--- src/rtl/proc_param_if.sv ---
// proc_param_if: Run/Done handshake, instruction bus and status of proc_param.
// Zflag/Cflag exist only when PROC_FLAGS_EN is defined.
interface proc_param_if #(
    parameter int DATA_W = 9
);
    logic              run;
    logic [DATA_W-1:0] din;
    logic              done;
    logic              busy;
    logic [DATA_W-1:0] bus_wires;
`ifdef PROC_FLAGS_EN
    logic              zflag;
    logic              cflag;
    modport master (output run, din, input done, busy, bus_wires, zflag, cflag);
    modport slave  (input run, din, output done, busy, bus_wires, zflag, cflag);
`else
    modport master (output run, din, input done, busy, bus_wires);
    modport slave  (input run, din, output done, busy, bus_wires);
`endif
endinterface

--- src/rtl/proc_param.sv ---
// proc_param: multicycle register-file processor, states T0..T3 sharing one bus.
// Define PROC_FLAGS_EN for Z/C flags and MVNZ on opcode 111 (otherwise 111 is a NOP).
module proc_param #(
    parameter int DATA_W = 9,
    parameter int NREGS  = 8,
    parameter int REG_B  = 3
) (
    input logic         clk,
    input logic         rst,
    proc_param_if.slave bus_if
);
    typedef enum logic [1:0] {T0, T1, T2, T3} state_t;
    localparam logic [2:0] OP_MV  = 3'b000;
    localparam logic [2:0] OP_MVI = 3'b001;
    localparam logic [2:0] OP_ADD = 3'b010;
    localparam logic [2:0] OP_SUB = 3'b011;
    localparam logic [2:0] OP_AND = 3'b100;
    localparam logic [2:0] OP_SLL = 3'b101;
    localparam logic [2:0] OP_SRL = 3'b110;
    localparam logic [2:0] OP_X   = 3'b111;

    state_t            state_q, state_d;
    logic [DATA_W-1:0] r_q [NREGS];
    logic [DATA_W-1:0] ir_q, ir_d, a_q, a_d, g_q, g_d, bus, b;
    logic [2:0]        op;
    logic [REG_B-1:0]  x, y;
    logic              rx_we;

    assign op = ir_q[DATA_W-1 -: 3];
    assign x  = ir_q[DATA_W-4 -: REG_B];
    assign y  = ir_q[DATA_W-4-REG_B -: REG_B];
    // The ALU operand is Ry directly; it equals the bus in T2 and avoids a comb loop through the bus.
    assign b  = r_q[y];

`ifdef PROC_FLAGS_EN
    logic              z_q, c_q, gc_q, gc_d;
    logic [DATA_W:0]   alu, srl;
    assign srl = {a_q, 1'b0} >> b[3:0];
    assign alu = (op == OP_ADD) ? {1'b0, a_q} + {1'b0, b} :
                 (op == OP_SUB) ? {1'b0, a_q} - {1'b0, b} :
                 (op == OP_AND) ? {1'b0, a_q & b} :
                 (op == OP_SLL) ? {1'b0, a_q} << b[3:0] :
                 (op == OP_SRL) ? {srl[0], srl[DATA_W:1]} : '0;
    assign bus_if.zflag = z_q;
    assign bus_if.cflag = c_q;
`else
    logic [DATA_W-1:0] alu;
    assign alu = (op == OP_ADD) ? a_q + b :
                 (op == OP_SUB) ? a_q - b :
                 (op == OP_AND) ? a_q & b :
                 (op == OP_SLL) ? a_q << b[3:0] :
                 (op == OP_SRL) ? a_q >> b[3:0] : '0;
`endif

    assign bus_if.busy      = (state_q != T0);
    assign bus_if.bus_wires = bus;

    always_comb begin
        state_d     = state_q;
        ir_d        = ir_q;
        a_d         = a_q;
        g_d         = g_q;
        bus         = '0;
        rx_we       = 1'b0;
        bus_if.done = 1'b0;
`ifdef PROC_FLAGS_EN
        gc_d        = gc_q;
`endif
        case (state_q)
            T0: begin
                bus     = bus_if.din;
                ir_d    = bus_if.din;
                state_d = bus_if.run ? T1 : T0;
            end
            T1: begin
                if (op == OP_MV || op == OP_MVI || op == OP_X) begin
                    bus_if.done = 1'b1;
                    state_d     = T0;
                    if (op == OP_MVI) begin
                        bus   = bus_if.din;
                        rx_we = 1'b1;
                    end else if (op == OP_MV) begin
                        bus   = r_q[y];
                        rx_we = 1'b1;
                    end
`ifdef PROC_FLAGS_EN
                    else begin
                        bus   = r_q[y];
                        rx_we = !z_q;
                    end
`endif
                end else begin
                    bus     = r_q[x];
                    a_d     = r_q[x];
                    state_d = T2;
                end
            end
            T2: begin
                bus     = r_q[y];
                g_d     = alu[DATA_W-1:0];
`ifdef PROC_FLAGS_EN
                gc_d    = alu[DATA_W];
`endif
                state_d = T3;
            end
            default: begin
                bus         = g_q;
                rx_we       = 1'b1;
                bus_if.done = 1'b1;
                state_d     = T0;
            end
        endcase
    end

    always_ff @(posedge clk or posedge rst) begin
        if (rst) begin
            state_q <= T0;
            ir_q    <= '0;
            a_q     <= '0;
            g_q     <= '0;
            for (int i = 0; i < NREGS; i++) r_q[i] <= '0;
        end else begin
            state_q <= state_d;
            ir_q    <= ir_d;
            a_q     <= a_d;
            g_q     <= g_d;
            if (rx_we) r_q[x] <= bus;
        end
    end

`ifdef PROC_FLAGS_EN
    always_ff @(posedge clk or posedge rst) begin
        if (rst) begin
            z_q  <= 1'b0;
            c_q  <= 1'b0;
            gc_q <= 1'b0;
        end else begin
            gc_q <= gc_d;
            if (state_q == T3) begin
                z_q <= (g_q == '0);
                c_q <= gc_q;
            end
        end
    end
`endif
endmodule

--- src/flat_wrapper.sv ---
// flat-port wrapper written by rule: the top's interface ports become plain ports
module proc_param_flat 
#(
    parameter int DATA_W = 9,
    parameter int NREGS  = 8,
    parameter int REG_B  = 3
)
  (clk, rst, bus_if_run, bus_if_din, bus_if_done, bus_if_busy, bus_if_bus_wires);
  proc_param_if #(.DATA_W(DATA_W)) bus_if_i ();
  input logic clk;
  input logic rst;
  input wire logic [$bits(bus_if_i.run)-1:0] bus_if_run;
  input wire logic [$bits(bus_if_i.din)-1:0] bus_if_din;
  output wire logic [$bits(bus_if_i.done)-1:0] bus_if_done;
  output wire logic [$bits(bus_if_i.busy)-1:0] bus_if_busy;
  output wire logic [$bits(bus_if_i.bus_wires)-1:0] bus_if_bus_wires;
  assign bus_if_i.run = bus_if_run;
  assign bus_if_i.din = bus_if_din;
  assign bus_if_done = bus_if_i.done;
  assign bus_if_busy = bus_if_i.busy;
  assign bus_if_bus_wires = bus_if_i.bus_wires;
  proc_param #(.DATA_W(DATA_W), .NREGS(NREGS), .REG_B(REG_B)) u_core (.clk(clk), .rst(rst), .bus_if(bus_if_i));
endmodule
--- config.mk ---
export PLATFORM = sky130hd
export DESIGN_NAME = proc_param_flat
export DESIGN_NICKNAME = d
export VERILOG_FILES = /design/src/rtl/proc_param_if.sv /design/src/rtl/proc_param.sv /design/src/flat_wrapper.sv
export SDC_FILE = /design/constraint.sdc
export NUM_CORES = 1
export LEC_CHECK = 0
export CAP_MARGIN = 20
export CORE_MARGIN = 2
export CORE_UTILIZATION = 55
export CTS_CLUSTER_SIZE = 40
export DETAILED_ROUTE_END_ITERATION = 7
export GPL_ROUTABILITY_DRIVEN = 1
export GPL_TIMING_DRIVEN = 0
export PLACE_DENSITY = 0.76
export SLEW_MARGIN = 20
export SYNTH_ARGS = -nofsm -noshare
export SYNTH_HDL_FRONTEND = slang
export SYNTH_SLANG_ARGS = --single-unit
--- constraint.sdc ---
create_clock -name clk -period 4.04 [get_ports clk]
set_clock_uncertainty 0.05 [all_clocks]
set_input_delay 0.404 -clock clk [delete_from_list [all_inputs] [get_ports clk]]
set_output_delay 0.404 -clock clk [all_outputs]
set_load 0.01 [all_outputs]
# Yosys cells after proc, flatten, opt, wreduce, memory -nomap -nowiden
# Index checks and enable logic that the tools add are counted.
dict set report word_totals {
  register_bits 101
  latch_bits 0
  mem_bits_rw 0
  mem_bits_ro 0
  wordCells 67
  mem_count 0
}
dict set report classes {
  n_addsub 2
  n_mul 0
  div 0
  n_lt_le_gt_ge 3
  eq_ne 9
  shift 2
  n_mux 27
  n_bitwise 4
  reduce_logical 8
}
# operator n
set op_table {}
lappend op_table {{$mux W9} 13}
lappend op_table {{$bwmux W72} 1}
lappend op_table {{$bmux W9 S3} 2}
lappend op_table {{$demux W9 S3} 1}
lappend op_table {{$pmux W9 S3} 1}
lappend op_table {{$eq A3 B3 Y1 const B} 4}
lappend op_table {{$add A9 B9 Y9} 1}
lappend op_table {{$and A9 B9 Y9} 1}
lappend op_table {{$shl A9 B4 Y9} 1}
lappend op_table {{$shr A9 B4 Y9} 1}
lappend op_table {{$sub A9 B9 Y9} 1}
lappend op_table {{$ge A4 B4 Y1 const B} 2}
lappend op_table {{$not A3 Y4} 2}
lappend op_table {{$eq A3 B2 Y1 const B} 2}
lappend op_table {{$pmux W2 S3} 1}
lappend op_table {{$mux W1} 5}
lappend op_table {{$lt A4 B1 Y1 const B} 1}
lappend op_table {{$pmux W1 S2} 2}
lappend op_table {{$eq A3 B1 Y1 const B} 1}
lappend op_table {{$logic_not A3 Y1} 1}
lappend op_table {{$eq A2 B1 Y1 const B} 1}
lappend op_table {{$eq A2 B2 Y1 const B} 1}
lappend op_table {{$logic_not A2 Y1} 1}
lappend op_table {{$logic_or A1 B1 Y1} 2}
lappend op_table {{other kinds (6)} 6}

# Logic depth before layout (Yosys ltp)
dict set report depth {
  ltp_word 10
  mapped_depth 15
  mapped_depth_nobuf 13
}

# Least setup slack after synthesis
# OpenSTA, ideal clock, no wires.
dict set report synth_timing {
  path_type {register to register}
  from {reg u_core.ir_q[2]}
  to {reg u_core.g_q[8]}
  setup_time_ns 0.126
  arrival_time_ns 3.599
  path_slack_ns 0.265
  stages_incl_launch_ff 16
  n_path_buf 2
  synth_period_minus_slack_ns 3.775
  cell_sequence {dfrtp_1 > buf_6 > mux2i_1 > mux4_2 > buf_2 > inv_1 > ha_1 > inv_1 > fa_1 > a21o_1 > a21oi_1 > o21ai_0 > o41ai_1 > mux2i_1 > a31oi_1 > a221o_1}
}
dict set report synth_via {
  elab_chain_cells 10
  elab_cells_between_ends 14
  cone_classes {add/sub (2); shift (2); mux (8); bitwise (2)}
}
# item line_no
set synth_lines {}
lappend synth_lines {{start: declaration} proc_param.sv:24} ;# logic [DATA_W-1:0] ir_q, ir_d, a_q, a_d, g_q, g_d, bus, b;
lappend synth_lines {{start signal: assignment} proc_param.sv:124} ;# ir_q <= ir_d;
lappend synth_lines {{$not A3 Y4 (implied by the code) *} proc_param.sv:33} ;# assign b = r_q[y];
lappend synth_lines {{$bmux W9 S3 *} proc_param.sv:33}
lappend synth_lines {{$mux W9 (implied by the code) * (2 in series)} proc_param.sv:33}
lappend synth_lines {{$shr A9 B4 Y9} proc_param.sv:52} ;# (op == OP_SRL) ? a_q >> b[3:0] : '0;
lappend synth_lines {{$mux W9} proc_param.sv:52}
lappend synth_lines {{$mux W9} proc_param.sv:51} ;# (op == OP_SLL) ? a_q << b[3:0] :
lappend synth_lines {{$mux W9} proc_param.sv:50} ;# (op == OP_AND) ? a_q & b :
lappend synth_lines {{$mux W9} proc_param.sv:49} ;# (op == OP_SUB) ? a_q - b :
lappend synth_lines {{$mux W9 *} proc_param.sv:48} ;# assign alu = (op == OP_ADD) ? a_q + b :
lappend synth_lines {{end signal: assignment} proc_param.sv:126} ;# g_q <= g_d;
lappend synth_lines {{end: declaration} proc_param.sv:24}
# Every way passes the cells marked *; elsewhere a longest branch is shown, timed or not. The select of a mux whose other input is x is not followed.
# A chain may end at the register's enable or synchronous reset.

# Final worst setup path
# Same ends and word-level chain as after synthesis.

==> flow_summary.yaml <==
run_status:
  status: "finished clean"
finish:
  num-fill-cells: 1019
  final-seq-area_sq_um: 2530
  syn2layout_area_growth_pct: 12.7
  antennaDiodeCount: 0
  multi_input_area_sq_um: 4100
  final_util_pct: 63.8
  drive_gt1_share_pct: 21.3
  nets: 761
timing:
  hold_viol: 0
  fin_crit_sh_pct: 96.0
  max_freq_mhz: 258
  setup_viol: 0
  final_max_slew_viol_count: 0
  fin_crit_ns: 3.88
  relSlewSlack_pct: 49.2
  tightest_slew_ns: 0.762
yosys:
  synthMuxAreaShare_pct: 25.7
  synthesis.area_sq_um: 6860
  syn_inst: 689
  synth_flop_cell: "dfrtp_1"
  synthAdderAreaFrac_pct: 4.23
  synth-compound-area-share_pct: 15.8
  yosysSeqAreaShare_pct: 36.8
  ys_async_sr_fraction_pct: 100
  synth_top_family_by_area: "multiplexers"
  synth-edff-count: 0
  avgSynthCellArea_sq_um: 9.96
  ys_ff_latch: 101
  syn-num-nets: 723
  ys_warn_count: 0
  synthSimpleGateAreaFrac_pct: 11.9
  synth-xor-area-share_pct: 1.15
  synth_cell_types: 62
drt:
  dr.pass1.iters: 7
  drc: 0
  viasPerCell: 6.61
  num_vias: 5950
  dr.first_iter.drc_count: 655
  wl_per_cell_um: 22.9
  routed_wl_mm: 20.6
  ant_nets: 0
worst_setup_path:
  required_ns: 4.23
  arrival_ns: 4.07
  crit_type: "reg2reg"
  crit_family: "compound AO/OA/AOI/OAI gates"
  cpPeakStageDelay_ns: 0.49
  rr_startpoint: "u_core.ir_q[2]"
  cp-end-kind: "flop"
  crit_path_top_delay_cell: "fa_1"
  crit_start: "u_core.ir_q[2]"
  cp-start-kind: "flop"
  r2r_cells: 14
  path_depth: 14
  cp_num_buf_inv: 3
  critPathMaxFanout: 11
  cp_common_cell: "buf_6"
  worstPathCellList: "buf_6 > buf_6 > mux2_2 > a2bb2oi_1 > nand2_2 > buf_4 > fa_1 > a21o_1 > a21oi_2 > o21ai_1 > o41ai_2 > mux2i_1 > a31oi_1 > a221o_1"
cts:
  clock_sinks: 101
  holdBufCountCts: 0
  clock_latency_ns: 0.36
  clk_pin_slew_ns: 0.08
  clockBufferDepth: 2
  cts_inserted_buffers: 9
  clockRootBuffer: "clkbuf_16"
  cts_tree: "done"
  h-tree-depth: 3
global_routing:
  overflow: 0
  grt_util_all_layers_pct: 32.1
  grt_antenna_before_repair: 0
  grt_max_degree: 85
  first_global_vias: 5875
  grt_pass1_wl_mm: 32.2
place:
  port_buffers: 22
  hpwl_mm: 15.0
  place_congestion: 0.941
floorplanning:
  initial_core_util_pct: 56.7
  die_w_um: 116
  die_h_um: 116
  fp-row-count: 40
  coreArea_sq_um: 12100
  dieArea_sq_um: 13400
  io_pins: 23
run:
  drv_cap: 0
hold_path:
  worstHoldPathType: "in2async"
## flip-flops by register name, summed over array words and instances (netlist names)
register	count
u_core.state_q	2
u_core.r_q	72
u_core.g_q	9
u_core.a_q	9
u_core.ir_q	9
## Yosys cell counts (11+ instances only)
cell type | n | area share, %
mux2i_1 | 42 | 6.1
ha_1 | 20 | 3.6
clkbuf_1 | 29 | 1.6
dfrtp_1 | 101 | 37
inv_1 | 27 | 1.5
nand3_1 | 13 | 0.95
o21ai_0 | 40 | 2.9
mux4_2 | 19 | 6.2
nor3_1 | 12 | 0.87
nor2_1 | 54 | 3.0
mux2_2 | 80 | 13
a221oi_1 | 11 | 1.4
nand2_1 | 67 | 3.7
a21oi_1 | 27 | 2.0
## kinds of logic (layout without fill, tap and decap cells)
family / after synthesis / after routing
muxes: 142 / 142
buffers and inverters: 73 / 116
DFF: 101 / 101
and+or+nand+nor: 184 / 184
adders and majority gates: 22 / 22
xor gates and xnor gates: 9 / 9
AOI/OAI and AO/OA: 158 / 158
## per-stage QoR
stage,setup slack (ns),std cells,instance area (sq um),setup TNS (ns),hold WS [ns]
finish,0.161,900,7730,0,0.293
global route,-0.00584,900,7730,-0.0116,0.303
CTS,0.0102,897,7640,0,0.299
detailed placement,-0.282,880,7330,-0.560,0.455
global placement,-0.526,879,7290,-52.73,0.436
floorplan,0.265,689,6860,0,0.411
## cell type report
cell class | count | share of cell area, %
plain buffers | 45 | 2.80
clock buffers | 9 | 2.91
clock inverters | 7 | 0.809
inverters | 27 | 1.41
multi-input cells | 515 | 53.0
flip-flops and latches | 101 | 32.7
well taps | 168 | 2.72
repair buffers | 28 | 3.69
## timing repair
action                                  in CTS  in global routing
pin swaps                                    1                  1
resized for setup                            7                 20
endpoints found under the setup margin       4                 11
setup buffers                                2                  3
## worst reg2reg max path: cells and delay by family (launching register included)
kind | cells | cell delay (ns)
adders and majority gates | 1 | 0.49
muxes | 2 | 0.47
AOI/OAI and AO/OA | 7 | 1.55
buffers and inverters | 3 | 0.58
and+or+nand+nor | 1 | 0.18
DFF | 1 | 0.44
## cell usage in the layout, fill, tap and decap left out, drive strengths merged, types with 3 or more instances in the layout
| cell | synthesis | routed |
|---|---|---|
| nor3 | 12 | 12 |
| and3 | 5 | 5 |
| nor2 | 54 | 54 |
| mux2i | 42 | 42 |
| buf | 17 | 16 |
| o31ai | 3 | 3 |
| nand2b | 8 | 8 |
| o211ai | 6 | 6 |
| clkdlybuf4s50 | 0 | 22 |
| mux2 | 81 | 81 |
| or3 | 3 | 3 |
| dfrtp | 101 | 101 |
| a221oi | 12 | 12 |
| o21ai | 40 | 40 |
| a22oi | 9 | 9 |
| or2 | 3 | 3 |
| o22ai | 9 | 9 |
| nor2b | 9 | 9 |
| xor2 | 3 | 3 |
| a21oi | 29 | 29 |
| a211oi | 6 | 6 |
| nand2 | 68 | 68 |
| clkbuf | 29 | 44 |
| a21o | 9 | 9 |
| nand3 | 13 | 13 |
| inv | 27 | 31 |
| o21a | 3 | 3 |
| ha | 20 | 20 |
| xnor2 | 6 | 6 |
| nand4 | 5 | 5 |
| o221ai | 7 | 7 |
| mux4 | 19 | 19 |
## layer usage
layer / up-vias / track usage, % / part of all wire, %
met5: - / 0 / 0
met2: 340 / 52.5 / 49
li1: 2610 / - / -
met3: 78 / 5.44 / 7.5
met4: 0 / 18.0 / 5.2
met1: 2922 / 40.8 / 38
## path summary, 6_finish.rpt
check                            endpoint  slack [ns]
max in group asynchronous  u_core.r_q[50]        2.98
setup reg to reg            u_core.g_q[8]        0.16
setup / recovery            u_core.g_q[8]        0.16
hold / removal              u_core.g_q[0]        0.29
min in group clk           u_core.r_q[34]        0.47
hold reg to reg            u_core.r_q[34]        0.47
Power is not shown: default switching activity piles up to over one toggle a cycle in this logic, so the estimate is an artifact.
